### src/rtl/probe_pkg.sv
// rtl/probe_pkg.sv - shared types and helpers for the ap_ctrl latency probe
package probe_pkg;

    localparam int CNT_W_DEF = 32;
    localparam int ID_W_DEF  = 8;

    typedef enum logic [1:0] {
        IDLE    = 2'd0,
        RUN     = 2'd1,
        STOPPED = 2'd2
    } probe_state_e;

    typedef struct packed {
        logic [ID_W_DEF-1:0]  id;
        logic [CNT_W_DEF-1:0] latency;
        logic [CNT_W_DEF-1:0] interval;
        logic                 incomplete;
        logic                 ready_seen;
    } probe_rec_t;

    // Counters stick at all-ones so a long stall never reads back as a short one.
    function automatic logic [CNT_W_DEF-1:0] sat_inc(input logic [CNT_W_DEF-1:0] v);
        return (&v) ? v : v + 1'b1;
    endfunction

endpackage

### src/rtl/ap_ctrl_latency_probe_fifo.sv
// rtl/ap_ctrl_latency_probe_fifo.sv - record FIFO, push accepted when full if a pop coincides
module probe_rec_fifo
    import probe_pkg::*;
#(
    parameter int DEPTH = 8
) (
    input  logic       clock,
    input  logic       reset,
    input  logic       push,
    input  probe_rec_t push_data,
    input  logic       pop,
    output probe_rec_t head,
    output logic       full,
    output logic       empty
);

    localparam int          AW       = $clog2(DEPTH);
    localparam logic [AW:0] FULL_CNT = (AW + 1)'(DEPTH);

    probe_rec_t    mem [DEPTH];
    logic [AW-1:0] wr_ptr;
    logic [AW-1:0] rd_ptr;
    logic [AW:0]   count;
    logic          do_push;
    logic          do_pop;

    assign do_pop  = pop && !empty;
    assign do_push = push && (!full || do_pop);

    always_ff @(posedge clock) begin
        if (reset) begin
            wr_ptr <= '0;
            rd_ptr <= '0;
            count  <= '0;
            for (int i = 0; i < DEPTH; i++) begin
                mem[i] <= '0;
            end
        end else begin
            if (do_push) begin
                mem[wr_ptr] <= push_data;
                wr_ptr      <= wr_ptr + AW'(1);
            end
            if (do_pop) begin
                rd_ptr <= rd_ptr + AW'(1);
            end
            case ({do_push, do_pop})
                2'b10:   count <= count + (AW + 1)'(1);
                2'b01:   count <= count - (AW + 1)'(1);
                default: count <= count;
            endcase
        end
    end

    assign full  = (count == FULL_CNT);
    assign empty = (count == '0);
    assign head  = mem[rd_ptr];

endmodule

### src/rtl/ap_ctrl_latency_probe.sv
// rtl/ap_ctrl_latency_probe.sv - per-transaction latency/interval profiler for an ap_ctrl_hs block
module ap_ctrl_latency_probe
    import probe_pkg::*;
#(
    parameter int CNT_W = CNT_W_DEF,
    parameter int ID_W  = ID_W_DEF,
    parameter int DEPTH = 8
) (
    input  logic             clock,
    input  logic             reset,
    input  logic             ap_start,
    input  logic             ap_ready,
    input  logic             ap_done,
    input  logic             ap_continue,
    input  logic             finish,
    output logic             rec_valid,
    input  logic             rec_ready,
    output logic [ID_W-1:0]  rec_id,
    output logic [CNT_W-1:0] rec_latency,
    output logic [CNT_W-1:0] rec_interval,
    output logic             rec_incomplete,
    output logic             rec_ready_seen,
    output logic [CNT_W-1:0] overflow_cnt,
    output logic             busy,
    output logic             drained
);

    probe_state_e          state;
    probe_state_e          state_nxt;
    logic [CNT_W_DEF-1:0]  lat_cnt;
    logic [CNT_W_DEF-1:0]  int_cnt;
    logic [CNT_W_DEF-1:0]  int_rec;
    logic [ID_W_DEF-1:0]   id_cnt;
    logic [CNT_W_DEF-1:0]  ovf_cnt;
    logic                  ready_acc;
    logic                  done_ev;
    logic                  open_ev;
    logic                  push;
    logic                  pop;
    logic                  fifo_full;
    logic                  fifo_empty;
    probe_rec_t            rec_in;
    probe_rec_t            head;

    assign done_ev = ap_done && ap_continue;
    assign open_ev = (state == IDLE) && ap_start && !finish;
    assign pop     = rec_valid && rec_ready;

    always_ff @(posedge clock) begin
        if (reset) begin
            state <= IDLE;
        end else begin
            state <= state_nxt;
        end
    end

    always_comb begin
        state_nxt = state;
        case (state)
            IDLE: begin
                if (finish) begin
                    state_nxt = STOPPED;
                end else if (ap_start && !done_ev) begin
                    state_nxt = RUN;
                end
            end
            RUN: begin
                if (finish) begin
                    state_nxt = STOPPED;
                end else if (done_ev) begin
                    state_nxt = IDLE;
                end
            end
            default: state_nxt = STOPPED;
        endcase
    end

    always_comb begin
        busy              = (state == RUN);
        drained           = (state == STOPPED) && fifo_empty;
        push              = 1'b0;
        rec_in.id         = id_cnt;
        rec_in.latency    = sat_inc(lat_cnt);
        rec_in.interval   = int_rec;
        rec_in.incomplete = 1'b0;
        rec_in.ready_seen = ready_acc | ap_ready;
        case (state)
            IDLE: begin
                // Combinational module: start and done land on the same edge.
                if (ap_start && done_ev) begin
                    push              = 1'b1;
                    rec_in.latency    = CNT_W_DEF'(1);
                    rec_in.interval   = int_cnt;
                    rec_in.ready_seen = ap_ready;
                end
            end
            RUN: begin
                if (done_ev) begin
                    push = 1'b1;
                end else if (finish) begin
                    push              = 1'b1;
                    rec_in.incomplete = 1'b1;
                end
            end
            default: push = 1'b0;
        endcase
    end

    always_ff @(posedge clock) begin
        if (reset) begin
            lat_cnt   <= '0;
            int_cnt   <= '0;
            int_rec   <= '0;
            id_cnt    <= '0;
            ovf_cnt   <= '0;
            ready_acc <= 1'b0;
        end else begin
            // Zero means no start seen yet, so the interval clock stays parked.
            if (state != STOPPED && int_cnt != '0) begin
                int_cnt <= sat_inc(int_cnt);
            end
            if (state == RUN) begin
                lat_cnt   <= sat_inc(lat_cnt);
                ready_acc <= ready_acc | ap_ready;
            end
            if (open_ev) begin
                lat_cnt   <= CNT_W_DEF'(1);
                int_rec   <= int_cnt;
                int_cnt   <= CNT_W_DEF'(1);
                ready_acc <= ap_ready;
            end
            if (push) begin
                id_cnt <= id_cnt + ID_W_DEF'(1);
            end
            if (push && fifo_full && !pop) begin
                ovf_cnt <= sat_inc(ovf_cnt);
            end
        end
    end

    probe_rec_fifo #(
        .DEPTH (DEPTH)
    ) u_fifo (
        .clock     (clock),
        .reset     (reset),
        .push      (push),
        .push_data (rec_in),
        .pop       (pop),
        .head      (head),
        .full      (fifo_full),
        .empty     (fifo_empty)
    );

    assign rec_valid      = !fifo_empty;
    assign rec_id         = head.id;
    assign rec_latency    = head.latency;
    assign rec_interval   = head.interval;
    assign rec_incomplete = head.incomplete;
    assign rec_ready_seen = head.ready_seen;
    assign overflow_cnt   = ovf_cnt;

endmodule

### config.mk
export PLATFORM = sky130hd
export DESIGN_NAME = ap_ctrl_latency_probe
export DESIGN_NICKNAME = d
export VERILOG_FILES = /design/src/rtl/probe_pkg.sv /design/src/rtl/ap_ctrl_latency_probe_fifo.sv /design/src/rtl/ap_ctrl_latency_probe.sv
export SDC_FILE = /design/constraint.sdc
export NUM_CORES = 1
export LEC_CHECK = 0
export CAP_MARGIN = 20
export CORE_MARGIN = 3
export CORE_UTILIZATION = 60
export DETAILED_ROUTE_END_ITERATION = 8
export HOLD_SLACK_MARGIN = 0.06
export PLACE_DENSITY = 0.78
export SLEW_MARGIN = 20
export SYNTH_ARGS = -nofsm -noshare
export SYNTH_HDL_FRONTEND = slang
export SYNTH_HIERARCHICAL = 1
export SYNTH_SLANG_ARGS = --single-unit
### constraint.sdc
create_clock -name clock -period 7 [get_ports clock]
set_input_delay 2.1 -clock clock [delete_from_list [all_inputs] [get_ports clock]]
set_output_delay 2.1 -clock clock [all_outputs]
set_load 0.03 [all_outputs]
Yosys cells after proc, flatten, opt, wreduce, memory -nomap -nowiden
Memories as Yosys holds them, arrays and structs flattened. A register that Yosys moved wholly into a read port is not among the register bits.
Index checks and enable logic that the tools add are counted.
Operators by class
  add/subtract/negate cells: 8
  eq/ne operators: 9
  bitwise gates (word level): 3
  mux-type cells: 34
  reductions and logical operators: 33
Operator list (count)
  2-to-1 mux 64 bit: 2
  adder 32 x 1 -> 32 bit (second input constant): 3
  AND reduction 32 bit: 3
  2-to-1 mux 74 bit: 1
  OR reduction 74 bit: 1
  2-to-1 mux 32 bit: 1
  nonzero test 32 bit: 1
  2-to-1 mux 1 bit: 20
  logical AND 1 bit: 12
  2-to-1 mux 3 bit: 3
  adder 8 x 1 -> 8 bit (second input constant): 1
  2-to-1 mux 2 bit: 4
  case mux 4 bit (2 select lines): 1
  AND reduction 2 bit: 4
  adder 3 x 1 -> 3 bit (second input constant): 2
  inequality test 3 x 2 -> 1 bit (second input constant): 2
  nonzero test 2 bit: 3
  logical NOT 1 bit: 5
  adder 4 x 1 -> 4 bit (second input constant): 1
  == test 2 x 1 -> 1 bit (second input constant): 2
  == test 2 bit (second input constant): 2
  == test 4 bit (second input constant): 1
  logical NOT 4 bit: 1
  inequality test 2 bit (second input constant): 2
  8 further kinds: 9
Word-level totals
  bits of input ports: 8
  bits in writable memories: 592
  word-level logic and storage cells: 100
  output and inout port bits: 109
  memories: 1
  register bits: 149
Memories
  u_fifo.mem: depth 8, width 74, rd ports 1, clocked after memory_dff 1, wr ports 8, RTL line ap_ctrl_latency_probe_fifo.sv:20  | probe_rec_t mem [DEPTH];

Longest topological paths before layout
Gate-level depths: netlist (run 1).
  word-level depth: 11
  gate-level depth with buffers: 12
  gate-level depth less buffers: 11

Modules after synthesis
Netlist (run 1), hierarchy kept.
By module, submodules not included
  probe_rec_fifo: seq. area each 18037.3 um2, cells an instance 1774, times used 1, area an instance 26331.5 um2
  ap_ctrl_latency_probe: seq. area each 2782.7 um2, cells an instance 1072, times used 1, area an instance 8002.7 um2

Worst setup path after synthesis (run 1)
OpenSTA, ideal clock, no wires.
  kind: input -> register
  start point: input ap_done
  end point: memory u_fifo/mem[7][0] (netlist name) (enable)
  setup slack: 1.613 ns
  stages: 6
  buffers on the path: 1
  setup time: 0.437 ns
  arrival time: 4.951 ns
  required time: 6.563 ns
  path through: a21oi_1 o21a_1 nor2_1 o21a_1 buf_2 a41o_1
RTL lines
  start, declared: RTL line ap_ctrl_latency_probe.sv:13  | input logic ap_done,
  end, declared: RTL line ap_ctrl_latency_probe_fifo.sv:20

==> parameters.txt, run 1 <==
Parameter                              Value

Status
  Result of the run ... complete, no violations

Place
  Post-DP HPWL ... 50000 microns
  GPL Wtd Cong ... 0.879
  I/O Buffers ... 116
  Placed cell count ... 3550

Drt
  1st-pass router iterations ... 6
  Detailed-route wire length per cell ... 23.5 microns
  Remaining antenna violation count ... 0
  Ratio of routed vias to standard cells ... 6.42
  Via count ... 23700
  DRC violation total after the first TritonRoute iteration ... 2949
  Number of remaining DRC errors ... 0
  Detailed-route wire length ... 86900 microns

Clocking
  Post-cts resize count ... 0
  Clock sinks ... 744
  Buffers inserted by post-CTS timing repair ... 0
  Clock latency of the later-clocked register in the worst-skew pair ... 0.64 ns
  Master cell of the clock root buffer ... clkbuf_16
  TritonCTS clock tree ... yes
  Clk pin slew, worst setup/hold paths ... 0.06 ns
  Maximum count of clock buffers along a single path ... 3
  CTS Buf Count ... 76
  H-tree level count ... 3
  Post-cts hold buffer count ... 0

Cells and area
  Fillcell total ... 3770
  Count of inserted antenna diode cells ... 0
  Non-filler instance count after layout ... 3691
  Most common cell after layout, fill and taps aside ... nor2_1
  Synthesis-to-layout area growth ... 11.9%
  Area of combinational cells with multiple inputs ... 0.0124 sq mm
  Commonest cells after routing, fill and taps aside ... nor2_1 (651), edfxtp_1 (592), nand2_1 (345)
  Sequential Area ... 0.0208 sq mm
  Fraction of final layout cells sized beyond drive strength 1 ... 0.145
  Net count reported at finish ... 2891

Power
  VDD IR max ... 0.000216 V
  Leakage Power ... 0.0122 uW
  Pwr per Cell Area ... 246 mW/mm^2

Timing
  Clock period minus final worst setup slack ... 5.68 ns
  Final setup violation count ... 0
  Worst Max-Slew Pin Slew ... 1.10 ns
  Final hold viol count ... 0
  Maximum clock frequency ... 0.176 GHz
  Setup Total Neg Slack ... 0 ns
  Total count of max-transition violations in the final report ... 0
  Tightest hold margin ... 0.453 ns
  Max_slew headroom ... 0.266
  Final cycle utilization of the critical path ... 0.812
  RSZ-0062 raised after global routing ... false
  Maximum clock skew at final layout ... 0.0317 ns

Global routing
  Wire length of the first global-routing pass ... 135000 microns
  Vias in the first global route ... 23600
  Total gr overflow ... 0
  Initial antenna violation count ... 0
  Maximum number of pins on one net before global-route repair ... 148
  Total global routing track utilization ... 0.291

Critical path
  Setup crit end ... rec_interval[23]
  Critical path type ... flop to primary output
  Worst reg2reg path depth ... 8
  Crit Path Max Fanout ... 32
  R2r startpoint ... u_fifo/count[1]$_SDFFE_PP0P_
  Flop2flop setup slack ... 3.46 ns
  Nature of the critical path endpoint ... primary output
  Req. time, crit path ... 4.90 ns
  Capture point of the worst reg-to-reg path ... u_fifo/mem[0][15]$_SDFFCE_PN0P_
  Startpoint types ... flop
  Endpoint arrival time on the critical path ... 3.58 ns

Synthesis
  Syn Std Cell Area ... 0.0343 sq mm
  Post-synthesis sequential element count ... 744
  Syn Area/Cell ... 12.1 sq um
  Count of distinct cell types in the synthesized netlist ... 72
  Cell taking the most area after synthesis ... edfxtp_1
  Primary FF master, synth ... edfxtp_1
  Portion of synthesized cell area occupied by the leading cell type ... 0.518
  Cells after Synth ... 2846
  Cell types occupying the most area after synthesis ... edfxtp_1 (52%), mux4_2 (9.7%), dfxtp_1 (8.9%)
  Net count after synthesis ... 2864
  Number of enable-type register cells in the synthesized netlist ... 592
  Asr flop ratio synth ... 0
  Sequential element share of the synthesized area ... 0.606
  YS warnings ... 6

Run
  Count of max-cap constraint violations ... 0

Floorplanning
  Effective utilization at floorplan ... 0.608
  Rows ... 87
  Die Ht ... 245 microns
  Top Ports ... 117
  Total die area ... 0.0601 sq mm
  Die width ... 245 microns
  Core outline area ... 0.0565 sq mm

Min path
  Path class of the lowest-slack min-delay path ... flop to flop
per-layer routing:
layer	part of all wire	track usage	up-vias	wire length, microns
li1	-	-	10500	-
met1	0.37	0.389	11700	32500
met2	0.48	0.465	1352	41900
met3	0.12	0.0793	164	10100
met4	0.027	0.103	0	2350
met5	0	0	-	0
logic make-up after synthesis:
family | synth area share
muxes | 0.127
buffers and inverters | 0.0354
xor gates and xnor gates | 0.00612
adders and majority gates | 0.00386
DFF | 0.606
and+or+nand+nor | 0.171
AOI/OAI and AO/OA | 0.0502
state kept, by name, summed over array words and instances (netlist names), named ones only:
register       cells
ready_acc          1
u_fifo/mem       592
u_fifo/count       4
u_fifo/rd_ptr      3
u_fifo/wr_ptr      3
int_cnt           32
overflow_cnt      32
id_cnt             8
int_rec           32
lat_cnt           32
state              2
through the flow:
stage          cell area, sq um  worst slack, ns  total power [uW]  utilization
6_report                  38400             1.32              9440        0.680
3_5_place_dp              35900             1.66              5460        0.635
4_1_cts                   38400             1.24              9480        0.680
5_1_grt                   38400             1.11              9680        0.680
2_1_floorplan             34300             1.61              5290            -
3_3_place_gp              35900             1.69              5440        0.635
critical path, stage by stage (launching register included):
cell and delay [ns]:
dfxtp_4 0.82, buf_4 0.59, mux4_2 0.59, mux2_2 0.32, clkdlybuf4s50_1 0.61
where the power goes:
part / switching [uW] / internal, uW
combinational: 291 / 144
clock: 1700 / 2370
sequential: 48.4 / 4890
cell type report:
| type | count | share of cell area |
|---|---|---|
| Multi-Input combinational cell | 1871 | 0.323 |
| Sequential cell | 744 | 0.542 |
| Timing Repair Buffer | 154 | 0.0420 |
| Inverter | 26 | 0.00254 |
| Clock buffer | 96 | 0.0528 |
| Tap cell | 756 | 0.0246 |
| Clock inverter | 44 | 0.0125 |
cell usage after synthesis, types with 5 or more instances:
cell type / n
a211oi_1: 6
a21o_1: 5
a21oi_1: 130
a31o_2: 5
a31oi_1: 6
and2_1: 10
and3_1: 19
and4_1: 19
buf_1: 5
buf_2: 46
buf_4: 35
buf_6: 21
clkbuf_1: 96
dfxtp_1: 152
edfxtp_1: 592
ha_1: 9
inv_1: 26
mux2_2: 88
mux2i_1: 5
mux4_2: 148
nand2_1: 346
nand2b_1: 6
nand3_1: 47
nand4_1: 34
nor2_1: 652
nor2b_1: 19
nor3_1: 12
nor4_1: 25
o21a_1: 5
o21ai_0: 53
o31ai_1: 49
or2_2: 5
or3_1: 41
or4_1: 47
xnor2_1: 18
xor2_1: 6
worst min-delay path by stage:
stage / start / endpoint / cells after the start
after floorplan: ready_acc$_SDFFE_PP0P_ / ready_acc$_SDFFE_PP0P_ / 2
after global placement: ready_acc$_SDFFE_PP0P_ / ready_acc$_SDFFE_PP0P_ / 2
after detailed placement: int_rec[30]$_SDFFE_PP0P_ / int_rec[30]$_SDFFE_PP0P_ / 2
after CTS: int_rec[30]$_SDFFE_PP0P_ / int_rec[30]$_SDFFE_PP0P_ / 2
after global routing: int_rec[20]$_SDFFE_PP0P_ / int_rec[20]$_SDFFE_PP0P_ / 2
final: int_rec[3]$_SDFFE_PP0P_ / int_rec[3]$_SDFFE_PP0P_ / 2
No activity file was read; power rests on OpenSTA's default activity.
==> run 2: changes to the inputs <==
clock period = 5.33 ns   (was 7 ns; I/O delays follow)
==> parameters.txt, run 2 (synthesized netlist as in run 1, its figures left out) <==
Parameter                              Value

Cells and area
  Most common cell after layout, fill and taps aside ... nor2_1 (unchanged)
  Synthesis-to-layout area growth ... 12.2% (was 11.9%)
  Fraction of final layout cells sized beyond drive strength 1 ... 0.148 (was 0.145)
  Commonest cells after routing, fill and taps aside ... nor2_1 (651), edfxtp_1 (592), nand2_1 (345) (unchanged)
  Count of inserted antenna diode cells ... 0 (unchanged)
  Net count reported at finish ... 2907 (was 2891)
  Flip-flop count of the largest register, all copies and words added ... 592 (unchanged)
  Largest Register ... u_fifo/mem (unchanged)

Critical path
  Slowest Stage Delay on Critical Path ... 0.61 ns (was 0.82 ns)
  Buffer and inverter count on the worst path ... 2 (unchanged)
  Critical path type ... flop to primary output (unchanged)
  Startpoint types ... flop (unchanged)
  Endpoint arrival time on the critical path ... 3.22 ns (was 3.58 ns)
  Slowest-stage cell, CP ... clkdlybuf4s50_1 (was dfxtp_4)
  Crit Path Max Fanout ... 52 (was 32)
  Nature of the critical path endpoint ... primary output (unchanged)
  Series of cell instances along the critical path ... buf_12 > mux4_2 > mux2_2 > clkdlybuf4s50_1 (was buf_4 > mux4_2 > mux2_2 > clkdlybuf4s50_1)
  Req. time, crit path ... 3.73 ns (was 4.90 ns)
  Cell family contributing the most delay on the critical path ... buffers and inverters (unchanged)

Global routing
  Maximum number of pins on one net before global-route repair ... 68 (was 148)
  Initial antenna violation count ... 1 (was 0)
  Total global routing track utilization ... 0.293 (was 0.291)
  Total gr overflow ... 0 (unchanged)
  Met2 layer usage reported by global route ... 0.472 (was 0.465)
  Vias in the first global route ... 23700 (was 23600)
  Busiest layer in global routing ... met2 (unchanged)
  Wire length of the first global-routing pass ... 136000 microns (was 135000 microns)
  GR Util met3 ... 0.0602 (was 0.0793)
  GR met1 Demand/Resource ... 0.402 (was 0.389)

Drt
  Number of remaining DRC errors ... 0 (unchanged)
  Via count ... 23800 (was 23700)
  Remaining antenna violation count ... 0 (unchanged)
  Detailed-route wire length ... 87300 microns (was 86900 microns)
  1st-pass router iterations ... 6 (unchanged)
  Detailed-route wire length per cell ... 23.6 microns (was 23.5 microns)
  DRC violation total after the first TritonRoute iteration ... 2943 (was 2949)
  Ratio of routed vias to standard cells ... 6.43 (was 6.42)

Power
  VDD IR max ... 0.000229 V (was 0.000216 V)
  Pwr per Cell Area ... 315 mW/mm^2 (was 246 mW/mm^2)
  Leakage Power ... 0.0123 uW (was 0.0122 uW)

Clocking
  Clock sinks ... 744 (unchanged)
  H-tree level count ... 3 (unchanged)
  Master cell of the clock root buffer ... clkbuf_16 (unchanged)
  Post-cts resize count ... 0 (unchanged)
  TritonCTS clock tree ... yes (unchanged)
  Maximum count of clock buffers along a single path ... 3 (unchanged)
  Post-cts hold buffer count ... 0 (unchanged)
  CTS Buf Count ... 76 (unchanged)
  Clk pin slew, worst setup/hold paths ... 0.06 ns (about the same)
  Buffers inserted by post-CTS timing repair ... 0 (unchanged)
  Clock latency of the later-clocked register in the worst-skew pair ... 0.61 ns (was 0.64 ns)

Floorplanning
  Die Ht ... 245 microns (unchanged)
  Rows ... 87 (unchanged)
  Die width ... 245 microns (unchanged)
  Total die area ... 0.0601 sq mm (unchanged)
  Core outline area ... 0.0565 sq mm (unchanged)
  Effective utilization at floorplan ... 0.608 (unchanged)
  Top Ports ... 117 (unchanged)

Timing
  Total count of max-transition violations in the final report ... 0 (unchanged)
  RSZ-0062 raised after global routing ... false (unchanged)
  Tightest hold margin ... 0.453 ns (about the same)
  Worst Max-Slew Pin Slew ... 1.04 ns (was 1.10 ns)
  Max_slew headroom ... 0.304 (was 0.266)
  Setup Total Neg Slack ... 0 ns (unchanged)
  Maximum clock frequency ... 0.208 GHz
  Final cycle utilization of the critical path ... 0.904
  Final hold viol count ... 0 (unchanged)
  Maximum clock skew at final layout ... 0.0255 ns (was 0.0317 ns)
  Final setup violation count ... 0 (unchanged)
  Clock period minus final worst setup slack ... 4.82 ns

Place
  I/O Buffers ... 116 (unchanged)
  GPL Wtd Cong ... 0.903 (was 0.879)
  Post-DP HPWL ... 52100 microns (was 50000 microns)

Min path
  Path class of the lowest-slack min-delay path ... flop to flop (unchanged)

Status
  Result of the run ... complete, no violations (unchanged)

Run
  Count of max-cap constraint violations ... 0 (unchanged)
run 2: changes by cell type in the layout (fill, tap and decap cells not counted), moves of 3 or more:
cell / previous run / this run
clkinv_8: 3 / 0
clkinv_1: 17 / 9
buf_12: 12 / 29
bufinv_16: 8 / 3
clkbuf_1: 15 / 28
run 2: layer usage:
layer | share of wire | vias up
met5 | 0.00015 | -
met4 | 0.028 | 2
met3 | 0.11 | 177
met2 | 0.49 | 1452
met1 | 0.37 | 11700
li1 | - | 10500
run 2: worst paths after layout:
kind / start / to / depth (start not counted) / slack [ns]
max reg2reg: lat_cnt[0]$_SDFFE_PP0P_ / u_fifo/mem[1][48]$_SDFFCE_PN0P_ / 9 / 1.95
max: flop / rec_id[1] / 4 / 0.51
min reg2reg: int_rec[30]$_SDFFE_PP0P_ / int_rec[30]$_SDFFE_PP0P_ / 2 / 0.45
min: int_rec[30]$_SDFFE_PP0P_ / int_rec[30]$_SDFFE_PP0P_ / 2 / 0.45
run 2: per-stage QoR:
step           utilization  instance area [sq um]  total power [uW]  setup slack [ns]  std cells
5_1_grt              0.682                  38500             12400             0.396       3704
3_3_place_gp         0.641                  36200              7180             0.606       3567
2_1_floorplan            -                  34300              6940             0.444       2846
6_report             0.682                  38500             12100             0.511       3704
3_5_place_dp         0.641                  36200              7200             0.495       3567
4_1_cts              0.682                  38500             12200             0.465       3704
run 2: where the power goes:
| group | internal, uW | switching (uW) |
|---|---|---|
| Combinational | 205 | 397 |
| Sequential | 6420 | 63.2 |
| Clock | 2870 | 2160 |
| Total | 9500 | 2620 |
run 2: area by class of cell:
cell class	count	area, sq um
Sequential cell	744	20800
Fill cell	3775	18000
Multi-Input combinational cell	1871	12400
Clock buffer	111	2100
Timing Repair Buffer	170	1930
Tap cell	756	946
Clock inverter	26	204
Inverter	26	97.6
run 2: tightest hold or removal path: cells and delay by family, from the launching register on:
kind | cells | cell delay (ns)
and+or+nand+nor | 1 | 0.05
AOI/OAI and AO/OA | 1 | 0.05
DFF | 1 | 0.31
